--- config.mk ---
export PLATFORM = sky130hd
export DESIGN_NAME = and_output_monitor
export DESIGN_NICKNAME = d
export VERILOG_FILES = /design/src/rtl/and_output_monitor.sv
export SDC_FILE = /design/constraint.sdc
export NUM_CORES = 1
export LEC_CHECK = 0
export CORE_ASPECT_RATIO = 2
export CORE_MARGIN = 4
export CORE_UTILIZATION = 52
export CTS_CLUSTER_SIZE = 28
export DETAILED_ROUTE_END_ITERATION = 8
export HOLD_SLACK_MARGIN = 0.12
export PLACE_DENSITY = 0.75
export SLEW_MARGIN = 10
export SYNTH_ARGS = -nofsm -noshare
export SYNTH_HDL_FRONTEND = slang
export SYNTH_SLANG_ARGS = --single-unit
--- constraint.sdc ---
create_clock -name clk -period 1.9 [get_ports clk]
set_input_delay 0.38 -clock clk [delete_from_list [all_inputs] [get_ports clk]]
set_output_delay 0.38 -clock clk [all_outputs]
set_load 0.05 [all_outputs]
--- src/rtl/and_output_monitor.sv ---
// Clocked monitor for the AND-gate output: synchronises and debounces Z, then
// reports a clean level, edge pulses, a saturating rise count and a stuck-high alarm.
module and_output_monitor #(
    parameter int unsigned CNT_W       = 8,
    parameter int unsigned DEBOUNCE    = 4,
    parameter int unsigned STUCK_LIMIT = 16
) (
    input  logic             clk,
    input  logic             rst_n,
    input  logic             Z,
    input  logic             clr,
    output logic             Zq,
    output logic             rise,
    output logic             fall,
    output logic [CNT_W-1:0] count,
    output logic             stuck
);

    localparam logic [7:0]       DB_LAST  = 8'(DEBOUNCE - 1);
    localparam logic [15:0]      HI_LIMIT = 16'(STUCK_LIMIT);
    localparam logic [CNT_W-1:0] CNT_MAX  = {CNT_W{1'b1}};

    typedef enum logic [1:0] {
        LOW,
        DB_RISE,
        HIGH,
        DB_FALL
    } state_t;

    state_t           state_q, state_d;
    logic             s1, s2;
    logic [7:0]       db_q, db_d;
    logic [15:0]      hi_q, hi_d, hi_inc;
    logic             zq_d, rise_d, fall_d, stuck_d;
    logic [CNT_W-1:0] count_d;

    // State, synchroniser and output registers
    always_ff @(posedge clk) begin
        if (!rst_n) begin
            s1      <= 1'b0;
            s2      <= 1'b0;
            state_q <= LOW;
            db_q    <= 8'd0;
            hi_q    <= 16'd0;
            Zq      <= 1'b0;
            rise    <= 1'b0;
            fall    <= 1'b0;
            count   <= '0;
            stuck   <= 1'b0;
        end else begin
            s1      <= Z;
            s2      <= s1;
            state_q <= state_d;
            db_q    <= db_d;
            hi_q    <= hi_d;
            Zq      <= zq_d;
            rise    <= rise_d;
            fall    <= fall_d;
            count   <= count_d;
            stuck   <= stuck_d;
        end
    end

    // Debounce next-state plus counter, stuck timer and clear handling
    always_comb begin
        state_d = state_q;
        db_d    = db_q;
        zq_d    = Zq;
        rise_d  = 1'b0;
        fall_d  = 1'b0;
        hi_d    = hi_q;
        hi_inc  = hi_q + 16'd1;
        stuck_d = stuck;
        count_d = count;

        case (state_q)
            LOW: begin
                if (s2) begin
                    state_d = DB_RISE;
                    db_d    = 8'd1;
                end
            end
            DB_RISE: begin
                if (!s2) begin
                    state_d = LOW;
                    db_d    = 8'd0;
                end else if (db_q == DB_LAST) begin
                    state_d = HIGH;
                    db_d    = 8'd0;
                    zq_d    = 1'b1;
                    rise_d  = 1'b1;
                end else begin
                    db_d = db_q + 8'd1;
                end
            end
            HIGH: begin
                if (!s2) begin
                    state_d = DB_FALL;
                    db_d    = 8'd1;
                end
            end
            DB_FALL: begin
                if (s2) begin
                    state_d = HIGH;
                    db_d    = 8'd0;
                end else if (db_q == DB_LAST) begin
                    state_d = LOW;
                    db_d    = 8'd0;
                    zq_d    = 1'b0;
                    fall_d  = 1'b1;
                end else begin
                    db_d = db_q + 8'd1;
                end
            end
            default: begin
                state_d = LOW;
                db_d    = 8'd0;
            end
        endcase

        // Timer holds at the limit so long high periods cannot wrap it
        if ((state_q == HIGH || state_q == DB_FALL) && hi_q != HI_LIMIT) begin
            hi_d = hi_inc;
            if (hi_inc == HI_LIMIT) begin
                stuck_d = 1'b1;
            end
        end
        if (rise_d || fall_d) begin
            hi_d = 16'd0;
        end

        if (rise_d && count != CNT_MAX) begin
            count_d = count + CNT_W'(1);
        end

        if (clr) begin
            count_d = '0;
            stuck_d = 1'b0;
            hi_d    = 16'd0;
        end
    end

endmodule

==> qor.txt, run 1 <==
Reg2reg end: count[4]
Endpoints failing setup: 0
Cell Area, Synth: 2130 um^2
Worst slew margin relative to its limit: 66.1%
Leakage: 1.02 nW
Synthesis-to-finish area growth: 26.6%
Worst setup path category: flop to flop
Critical Path Start: db_q[5]
Initial Utilization: 54.3%
Vias per cell: 5.67
Global route overflow: 0
Vias in the first global route: 1,957
DRT Pass-1 Iters: 4
Hold crit path type: flop to flop
TritonCTS Buffers: 5
Die Y: 98.5 um
Final Non-Filler Cells: 347
Crit path to: count[4]
Cell area power density: 590 nW/um^2
Initial antenna violation count: 0
Crit-path slowest cell: or3_4
Top-area cell type share of the netlist area: 37.6%
Worst vdd ir: 0.000501 V
Reg-to-reg setup timing slack: 40 ps
Overall power: 0.00159 W
Synth Flop Type: dfxtp_1
Root cell of the clock tree: clkbuf_8
Placed Cells: 336
First-pass GRT wire length: 8.46 mm
Share of cells above drive strength 1: 25.3%
CP peak stage delay: 440 ps
# port buffers: 15
Die area: 5250 um^2
Syn nets: 261
Crit Path Max Fanout: 6
Die width: 53.3 um
Fin. Hold Viols: 0
DRT iter0 DRCs: 45
Syn. warnings: 0
WP depth: 5
Vias: 1,966
Crit path max-delay family: simple AND/OR/NAND/NOR gates
EDFF count, synth: 0
CTS tree: yes
IO Pins: 16
FF+latch count, synth: 40
# DRC: 0
Number of max-cap violations: 0
Synth Instances: 253
Clk_lat worst skew: 290 ps
Net count, final: 303
Largest net degree at the start of global routing: 17
Floorplan core area: 3920 um^2
Critical path data required time: 2120 ps
Syn_area_per_cell: 8.42 um^2
Clk sinks: 40
Status: complete, no violations
Num rows: 32
Most common cell after layout, fill and taps aside: nor2_1
Crit path DAT: 2080 ps
Antenna diode count: 0
GP Congestion: 0.896
Most frequent cells in the layout: nor2_1 (36), buf_4 (35), dfxtp_1 (30)
Worst-path clk slew: 80 ps
DR WL/cell: 14.3 um
Fill cells: 351
Clock Tree Buf Depth: 2
Critical Path Start Type: flop
Worst Hold Margin: 451 ps
Critical path, cell by cell: nor4_4, nand4_4, or3_4, or3_1, a21oi_1
CP bufs+invs: 0
Netlist cell types: 47
Sequential fraction of the synthesis area: 37.6%
DRT antenna net count: 0
Highest Clock Rate: 539 MHz
Final period util: 97.7%
Ys async rst share: 0%
Slew @ Worst Pin: 508 ps
Area leader, netlist: dfxtp_1
Total track usage: 20.8%
Routed WL: 4.95 mm
Worst Skew: 6.67 ps
Worst r2r src: db_q[5]
HPWL Detailed: 3.62 mm
Main area contributors after synthesis: dfxtp_1 (38%), xor2_1 (6.6%), nor2_1 (6.3%)
Tmin final: 1860 ps
Worst Reg-to-Reg Cells: 5
Setup crit end kind: flop
Max-slew violation count: 0
H-tree depth: 2
## metrics by stage
| step | util, % | cell area, um^2 | setup TNS [ps] | setup WS (ps) |
|---|---|---|---|---|
| finish | 68.7 | 2700 | 0 | 43.8 |
| global route | 68.7 | 2700 | -4.36 | -3.22 |
| CTS | 66.8 | 2620 | 0 | 10.4 |
| detailed placement | 63.6 | 2500 | -274 | -237 |
| global placement | 63.6 | 2500 | -225 | -213 |
| floorplan | - | 2140 | -0.154 | -0.154 |
## worst reg2reg max path: cells and delay by family (launching register included)
family,cells,cell delay [ps]
AOI/OAI and AO/OA,1,130
DFF,1,340
and+or+nand+nor,4,1320
## report_power, final
| part | switching (W) | internal (W) | leakage, nW |
|---|---|---|---|
| sequential | 0.00000613 | 0.000842 | 0.328 |
| clock | 0.000291 | 0.000390 | 0.0552 |
| combinational | 0.0000369 | 0.0000259 | 0.640 |
| total | 0.000334 | 0.00126 | 1.02 |
## what timing repair did
action	4_1_cts	5_1_grt
setup endpoints to repair	7	22
pin swaps	1	11
cloned	0	1
setup buffers	1	1
hold buffers	0	0
resized for setup	3	19
## metal layers
metal	part of all wire [%]	GRT usage, %	vias to the layer above
met3	2.4	2.42	12
met5	0	0	-
met1	39	22.0	934
met2	56	38.4	31
li1	-	-	989
met4	2.3	9.06	0
## flip-flops by register name (all words and copies together), names as in the netlist, named ones only
register and count:
Zq 1, fall 1, s1 1, state_q 1, db_q 8, rise 1
stuck 1, count 8, s2 1, hi_q 16
## how the worst min path moves through the flow
| stage | to | slack, ps | start | depth (start not counted) |
|---|---|---|---|---|
| 5_1_grt | s2 | 480 | s1 | 1 |
| 3_3_place_gp | s2 | 420 | s1 | 1 |
| 3_5_place_dp | s2 | 440 | s1 | 1 |
| 6_report | s2 | 450 | s1 | 1 |
| 4_1_cts | s2 | 450 | s1 | 1 |
| 2_1_floorplan | s2 | 410 | s1 | 1 |
## final cells by class
cell class	instances	area, um^2	area share, %
inverters	7	26.3	0.974
flip-flops and latches	40	816	30.3
repair buffers	45	367	13.6
well taps	51	63.8	2.37
clock inverters	2	35.0	1.30
clock buffers	6	72.6	2.69
multi-input cells	196	1320	48.8
## Yosys cell counts, types with 3 or more instances
cell / count
ha_1: 4
or3_1: 4
nor3_1: 10
xnor2_1: 5
nand2_1: 16
inv_1: 7
and2_1: 7
nand3b_1: 3
nand4_1: 15
o21ai_0: 10
a21oi_1: 15
clkbuf_1: 4
nor2_1: 36
xor2_1: 16
nor4b_1: 3
nand2b_1: 3
dfxtp_1: 40
and4_1: 4
nand3_1: 11
nor4_1: 3
## cell families (layout without fill, tap and decap cells)
| kind of cell | after synthesis | in the layout | share of synthesized area (%) |
|---|---|---|---|
| AND/OR/NAND/NOR | 133 | 133 | 37.1 |
| AO/OA/AOI/OAI | 37 | 37 | 10.4 |
| flip-flops | 40 | 40 | 37.6 |
| multiplexers | 1 | 1 | 0.470 |
| XOR/XNOR | 21 | 21 | 8.64 |
| adder cells (fa/ha/maj) | 4 | 4 | 2.35 |
| buffers and inverters | 17 | 60 | 3.47 |
(Power assumes the default switching activity.)
==> run 2: changes to the inputs <==
Settings changed: CORE_UTILIZATION 52 to 54, CTS_BUF_LIST set to sky130_fd_sc_hd__clkbuf_8, PLACE_DENSITY 0.75 to 0.74.
==> run 2 against run 1 <==
  * Largest cell class unchanged
  * Non-clock buffer count increased by 3
  * Highest routed layer unchanged
  * Fmax increased by 0.25%
  * Worst setup slack improved by 4.6 ps
  * Global-route usage increased by 0.12 points
  * Clock skew increased by 2.1 ps
  * Hold slack improved by 22 ps
  * Final area increased by 0.37%
  * First-iteration DRC count unchanged
  * Die area decreased by 3.3%
==> qor.txt, run 2 (synthesis results as in run 1) <==
DRT antenna net count: 0 (unchanged)
Number of max-cap violations: 0 (unchanged)
Hold buffers post-CTS: 0 (unchanged)
Sum Neg Setup Slack: 0 ps (unchanged)
Highest Clock Rate: 540 MHz (was 539 MHz)
Metal3 WL: 143 um (was 117 um)
WP depth: 1 (was 5)
Leakage: 1.07 nW (was 1.02 nW)
HPWL Detailed: 3.59 mm (was 3.62 mm)
Critical Path Start: count[0] (was db_q[5])
Worst setup path category: flop to output port (was flop to flop)
Met2 wire len: 2.86 mm (was 2.78 mm)
Total track usage: 20.9% (was 20.8%)
Slew @ Worst Pin: 508 ps (about the same)
Worst Skew: 8.80 ps (was 6.67 ps)
Clk_lat worst skew: 290 ps (about the same)
Most common cell after layout, fill and taps aside: nor2_1 (unchanged)
Worst-path clk slew: 90 ps (was 80 ps)
Sw power: 0.000357 W (was 0.000334 W)
Endpoints failing setup: 0 (unchanged)
Synthesis-to-finish area growth: 27.1% (was 26.6%)
Worst Reg-to-Reg Cells: 5 (unchanged)
Worst vdd ir: 0.000729 V (was 0.000501 V)
Floorplan core area: 3840 um^2 (was 3920 um^2)
Critical path, cell by cell: clkdlybuf4s50_1 (was nor4_4, nand4_4, or3_4, or3_1, a21oi_1)
Hold crit path type: flop to flop (unchanged)
Most frequent cells in the layout: nor2_1 (36), buf_4 (35), dfxtp_1 (32) (was nor2_1 (36), buf_4 (35), dfxtp_1 (30))
Setup crit end kind: output port (was flop)
Share of cells above drive strength 1: 25.1% (was 25.3%)
Largest net degree at the start of global routing: 18 (was 17)
DR WL/cell: 14.5 um (was 14.3 um)
Num rows: 32 (unchanged)
# port buffers: 15 (unchanged)
Crit path max-delay family: buffers and inverters (was simple AND/OR/NAND/NOR gates)
Critical Path Start Type: flop (unchanged)
Top flop regs: hi_q: 16 flops, count: 8 flops, db_q: 8 flops (unchanged)
Fin. Hold Viols: 0 (unchanged)
Worst Hold Margin: 473 ps (was 451 ps)
Critical path data required time: 1520 ps (was 2120 ps)
Final period util: 97.5% (was 97.7%)
Overall power: 0.00148 W (was 0.00159 W)
H-tree depth: 2 (unchanged)
Sequential share of power: 57.2% (was 53.3%)
Reg-to-reg setup timing slack: 80 ps (was 40 ps)
Logic pwr share: 4.3% (was 3.9%)
Vias per cell: 5.78 (was 5.67)
Worst r2r src: count[4] (was db_q[5])
Fin util: 70.4% (was 68.7%)
Clk pwr share: 38.5% (was 42.8%)
CP bufs+invs: 1 (was 0)
Int Pwr: 0.00112 W (was 0.00126 W)
Antenna diode count: 0 (unchanged)
Hold path start: db_q[0] (was s1)
Status: complete, no violations (unchanged)
Switching part of the total: 24.1% (was 21.0%)
Max-slew violation count: 0 (unchanged)
Reg with most FFs: hi_q (unchanged)
Routed WL: 5.07 mm (was 4.95 mm)
TritonCTS Buffers: 5 (unchanged)
Max Used Layer: met4 (unchanged)
Crit-path slowest cell: clkdlybuf4s50_1 (was or3_4)
CP peak stage delay: 810 ps (was 440 ps)
Reg2reg end: count[4] (unchanged)
DRT Pass-1 Iters: 6 (was 4)
Die area: 5070 um^2 (was 5250 um^2)
Crit path DAT: 1470 ps (was 2080 ps)
Clk sinks: 40 (unchanged)
Initial Utilization: 55.4% (was 54.3%)
Worst slew margin relative to its limit: 66.1% (about the same)
Global route overflow: 0 (unchanged)
Tmin final: 1850 ps (was 1860 ps)
Cell area power density: 547 nW/um^2 (was 590 nW/um^2)
Clock Tree Buf Depth: 2 (unchanged)
DRT iter0 DRCs: 45 (unchanged)
Die Y: 96.8 um (was 98.5 um)
Crit path to: count[0] (was count[4])
IO Pins: 16 (unchanged)
First-pass GRT wire length: 8.33 mm (was 8.46 mm)
Vias: 2,022 (was 1,966)
Placed Cells: 338 (was 336)
Initial antenna violation count: 0 (unchanged)
Max reg flops: 16 (unchanged)
RSZ-0062 raised after global routing: true
Net count, final: 306 (was 303)
Met1 wire length: 1.92 mm (was 1.94 mm)
Die width: 52.4 um (was 53.3 um)
Final Non-Filler Cells: 350 (was 347)
Vias in the first global route: 1,919 (was 1,957)
GP Congestion: 0.897 (was 0.896)
Crit Path Max Fanout: 4 (was 6)
# DRC: 0 (unchanged)
CTS tree: yes (unchanged)
Root cell of the clock tree: clkbuf_8 (unchanged)
## run 2: changes by cell type in the layout (fill, tap and decap cells not counted), sizes merged
| cell | change |
|---|---|
| buf | +1 |
| bufinv | -1 |
| clkbuf | -1 |
| clkdlybuf4s50 | -1 |
| clkinv | +2 |
| dlymetal6s2s | +3 |
## run 2: worst min-delay path by stage
stage,cells past startpoint,slack (ps),to
2_1_floorplan,1,410,s2
3_3_place_gp,1,460,s2
3_5_place_dp,1,470,s2
4_1_cts,2,490,count[1]
5_1_grt,1,500,db_q[0]
6_report,1,470,db_q[0]
## run 2: power groups by stage
stage | sequential [W] | combinational, W | clock [W]
2_1_floorplan | 0.000874 | 0.0000262 | 0
3_3_place_gp | 0.000869 | 0.0000607 | 0
3_5_place_dp | 0.000869 | 0.0000608 | 0
4_1_cts | 0.000849 | 0.0000615 | 0.000592
5_1_grt | 0.000849 | 0.0000702 | 0.000627
6_report | 0.000848 | 0.0000633 | 0.000570
## run 2: cell type report
cell class,count,area (um^2)
well taps,51,63.8
inverters,7,26.3
fillers,313,1140
clock inverters,3,18.8
multi-input cells,196,1320
repair buffers,48,399
flip-flops and latches,40,813
clock buffers,5,68.8
## run 2: through the flow
| step | cell area [um^2] | setup WS (ps) |
|---|---|---|
| 6_report | 2710 | 48.4 |
| 5_1_grt | 2710 | -11.0 |
| 4_1_cts | 2620 | 10.8 |
| 3_5_place_dp | 2520 | -267 |
| 3_3_place_gp | 2520 | -249 |
| 2_1_floorplan | 2140 | -0.154 |
## run 2: what timing repair did
| item | 4_1_cts | 5_1_grt |
|---|---|---|
| buffers inserted | 1 | 2 |
| gates cloned | 0 | 1 |
| pin swaps | 1 | 8 |
| endpoints found under the setup margin | 6 | 14 |
| gates resized for setup | 2 | 23 |
## run 2: per-layer routing
| layer | GRT usage (%) | vias to the layer above |
|---|---|---|
| met1 | 22.7 | 958 |
| met3 | 3.39 | 12 |
| met5 | 0 | - |
| met4 | 9.84 | 0 |
| met2 | 37.0 | 44 |
| li1 | - | 1008 |
## run 2: worst register-to-register path, delay by kind of cell (launching register included)
family / cells / cell delay [ps]
compound gates: 1 / 140
flops: 1 / 340
simple gates: 4 / 1280
==> run 3: changes to the inputs <==
Settings changed: CORE_UTILIZATION 54 to 52, CTS_BUF_LIST sky130_fd_sc_hd__clkbuf_8 to sky130_fd_sc_hd__clkbuf_16, CTS_CLUSTER_DIAMETER set to 60, PLACE_DENSITY 0.74 to 0.72.
==> run 3 against run 2 <==
  * Wire length grew 1.1%
  * Sequential share of layout area shrank 0.46 points
  * Global-route usage grew 0.11 points
  * Critical endpoint is now count[5]
  * Largest power group unchanged
  * Highest routed layer unchanged
==> qor.txt, run 3 (synthesis results as in run 1) <==
Status: complete, no violations (unchanged)
Max reg flops: 16 (unchanged)
DRT antenna net count: 0 (unchanged)
CP bufs+invs: 1 (unchanged)
TritonCTS Buffers: 5 (unchanged)
Top flop regs: hi_q: 16 flops, count: 8 flops, db_q: 8 flops (unchanged)
Vias per cell: 5.65 (was 5.78)
Cell Area, Placed: 2520 um^2 (unchanged)
Post-place setup slack: -289 ps (was -267 ps)
Reg with most FFs: hi_q (unchanged)
H-tree depth: 2 (unchanged)
DRT iter0 DRCs: 58 (was 45)
Die width: 53.3 um (was 52.4 um)
CP peak stage delay: 820 ps (was 810 ps)
Clk sinks: 40 (unchanged)
Sequential share of power: 50.1% (was 57.2%)
Share of cells above drive strength 1: 23.2% (was 25.1%)
Clock Tree Buf Depth: 2 (unchanged)
Most frequent cells in the layout: nor2_1 (36), buf_4 (35), dfxtp_1 (34) (was nor2_1 (36), buf_4 (35), dfxtp_1 (32))
Total track usage: 21.0% (was 20.9%)
# DRC: 0 (unchanged)
Hold buffers post-CTS: 0 (unchanged)
Critical path data required time: 1520 ps (about the same)
Hold crit path type: flop to flop (unchanged)
Highest Clock Rate: 541 MHz (was 540 MHz)
Leakage: 1.02 nW (was 1.07 nW)
Number of max-cap violations: 0 (unchanged)
Crit path max-delay family: buffers and inverters (unchanged)
Die area: 5250 um^2 (was 5070 um^2)
Worst-path clk slew: 50 ps (was 90 ps)
Critical Path Start Type: flop (unchanged)
Final Non-Filler Cells: 349 (was 350)
Largest net degree at the start of global routing: 18 (unchanged)
Int Pwr: 0.00134 W (was 0.00112 W)
Fin area: 2740 um^2 (was 2710 um^2)
HPWL Detailed: 3.62 mm (was 3.59 mm)
Max-slew violation count: 0 (unchanged)
Worst Hold Margin: 452 ps (was 473 ps)
DRT Pass-1 Iters: 4 (was 6)
Fin. Hold Viols: 0 (unchanged)
Critical path, cell by cell: clkdlybuf4s50_1 (unchanged)
Routed WL: 5.13 mm (was 5.07 mm)
Antenna diode count: 0 (unchanged)
Sum Neg Setup Slack: 0 ps (unchanged)
Endpoints failing setup: 0 (unchanged)
Num rows: 32 (unchanged)
# port buffers: 15 (unchanged)
Synthesis-to-finish area growth: 28.7% (was 27.1%)
Logic pwr share: 3.9% (was 4.3%)
Die Y: 98.5 um (was 96.8 um)
Most common cell after layout, fill and taps aside: nor2_1 (unchanged)
Root cell of the clock tree: clkbuf_16 (was clkbuf_8)
Floorplan core area: 3920 um^2 (was 3840 um^2)
Global route overflow: 0 (unchanged)
RSZ-0062 raised after global routing: false (was true)
Crit-path slowest cell: clkdlybuf4s50_1 (unchanged)
Tmin final: 1850 ps (about the same)
IO Pins: 16 (unchanged)
Clk_lat worst skew: 280 ps (was 290 ps)
Worst Skew: 5.48 ps (was 8.80 ps)
CTS tree: yes (unchanged)
Cell area power density: 619 nW/um^2 (was 547 nW/um^2)
Crit Path Max Fanout: 3 (was 4)
GP Congestion: 0.883 (was 0.897)
Sw power: 0.000353 W (was 0.000357 W)
DR WL/cell: 14.7 um (was 14.5 um)
Worst vdd ir: 0.000560 V (was 0.000729 V)
Initial Utilization: 54.3% (was 55.4%)
Slew @ Worst Pin: 506 ps (was 508 ps)
Switching part of the total: 20.8% (was 24.1%)
Crit path DAT: 1470 ps (about the same)
Final period util: 97.3% (was 97.5%)
Worst slew margin relative to its limit: 66.2% (was 66.1%)
Net count, final: 306 (unchanged)
Vias in the first global route: 1,919 (unchanged)
Placed Cells: 338 (unchanged)
First-pass GRT wire length: 8.47 mm (was 8.33 mm)
Vias: 1,971 (was 2,022)
Slack of the critical path: 51.7 ps (was 48.4 ps)
Setup crit end kind: output port (unchanged)
Clk pwr share: 46.0% (was 38.5%)
Worst setup path category: flop to output port (unchanged)
Initial antenna violation count: 0 (unchanged)
## run 3: cell types whose count changed in the layout (fill, tap and decap cells not counted), sizes merged
cell / before / now
clkdlybuf4s50: 7 / 11
clkinv: 3 / 1
dlymetal6s2s: 4 / 0
inv: 7 / 8
## run 3: worst register-to-register path, stage by stage, from the launching register on
cell	delay [ps]
dfxtp_2	360
ha_4	140
or4b_4	460
o311ai_4	300
buf_6	170
nor2b_1	50
o21ai_0	150
a21oi_1	80
## run 3: worst paths after layout
check | startpoint | to | slack (ps) | cells after the start
min | s1 | s2 | 450 | 1
max | count[5] | count[5] | 50 | 1
min reg2reg | s1 | s2 | 450 | 1
max reg2reg | db_q[0] | db_q[6] | 80 | 7
## run 3: per-stage QoR
step	util (%)	total power [W]
4_1_cts	68.0	0.00172
3_5_place_dp	64.1	0.000929
5_1_grt	69.8	0.00176
2_1_floorplan	-	0.000901
3_3_place_gp	64.1	0.000928
6_report	69.8	0.00169
## run 3: per-layer routing
layer  share of wire (%)  vias up  global-route usage [%]
met5                   0        -                       0
li1                    -      996                       -
met2                  56       43                    37.5
met4                 3.7        0                    10.8
met1                  37      917                    22.4
met3                 2.9       15                    3.03
## run 3: area by class of cell
cell class                      count  area [um^2]
Clock inverter                      2         8.76
Fill cell                         353         1180
Inverter                            7         26.3
Multi-Input combinational cell    196         1310
Clock buffer                        5          125
Timing Repair Buffer               48          395
Sequential cell                    40          811
Tap cell                           51         63.8
## run 3: power by group through the flow
stage / Sequential, W / Clock (W) / Combinational, W
floorplan: 0.000874 / 0 / 0.0000262
global placement: 0.000867 / 0 / 0.0000607
detailed placement: 0.000868 / 0 / 0.0000612
CTS: 0.000849 / 0.000803 / 0.0000626
global route: 0.000849 / 0.000834 / 0.0000727
finish: 0.000849 / 0.000780 / 0.0000656
## run 3: timing repair
item / 4_1_cts / 5_1_grt
cloned: 0 / 1
hold endpoints to repair: 0 / 0
pin swaps: 1 / 5
gates resized for setup: 1 / 15
setup endpoints to repair: 7 / 11
buffers inserted: 2 / 1
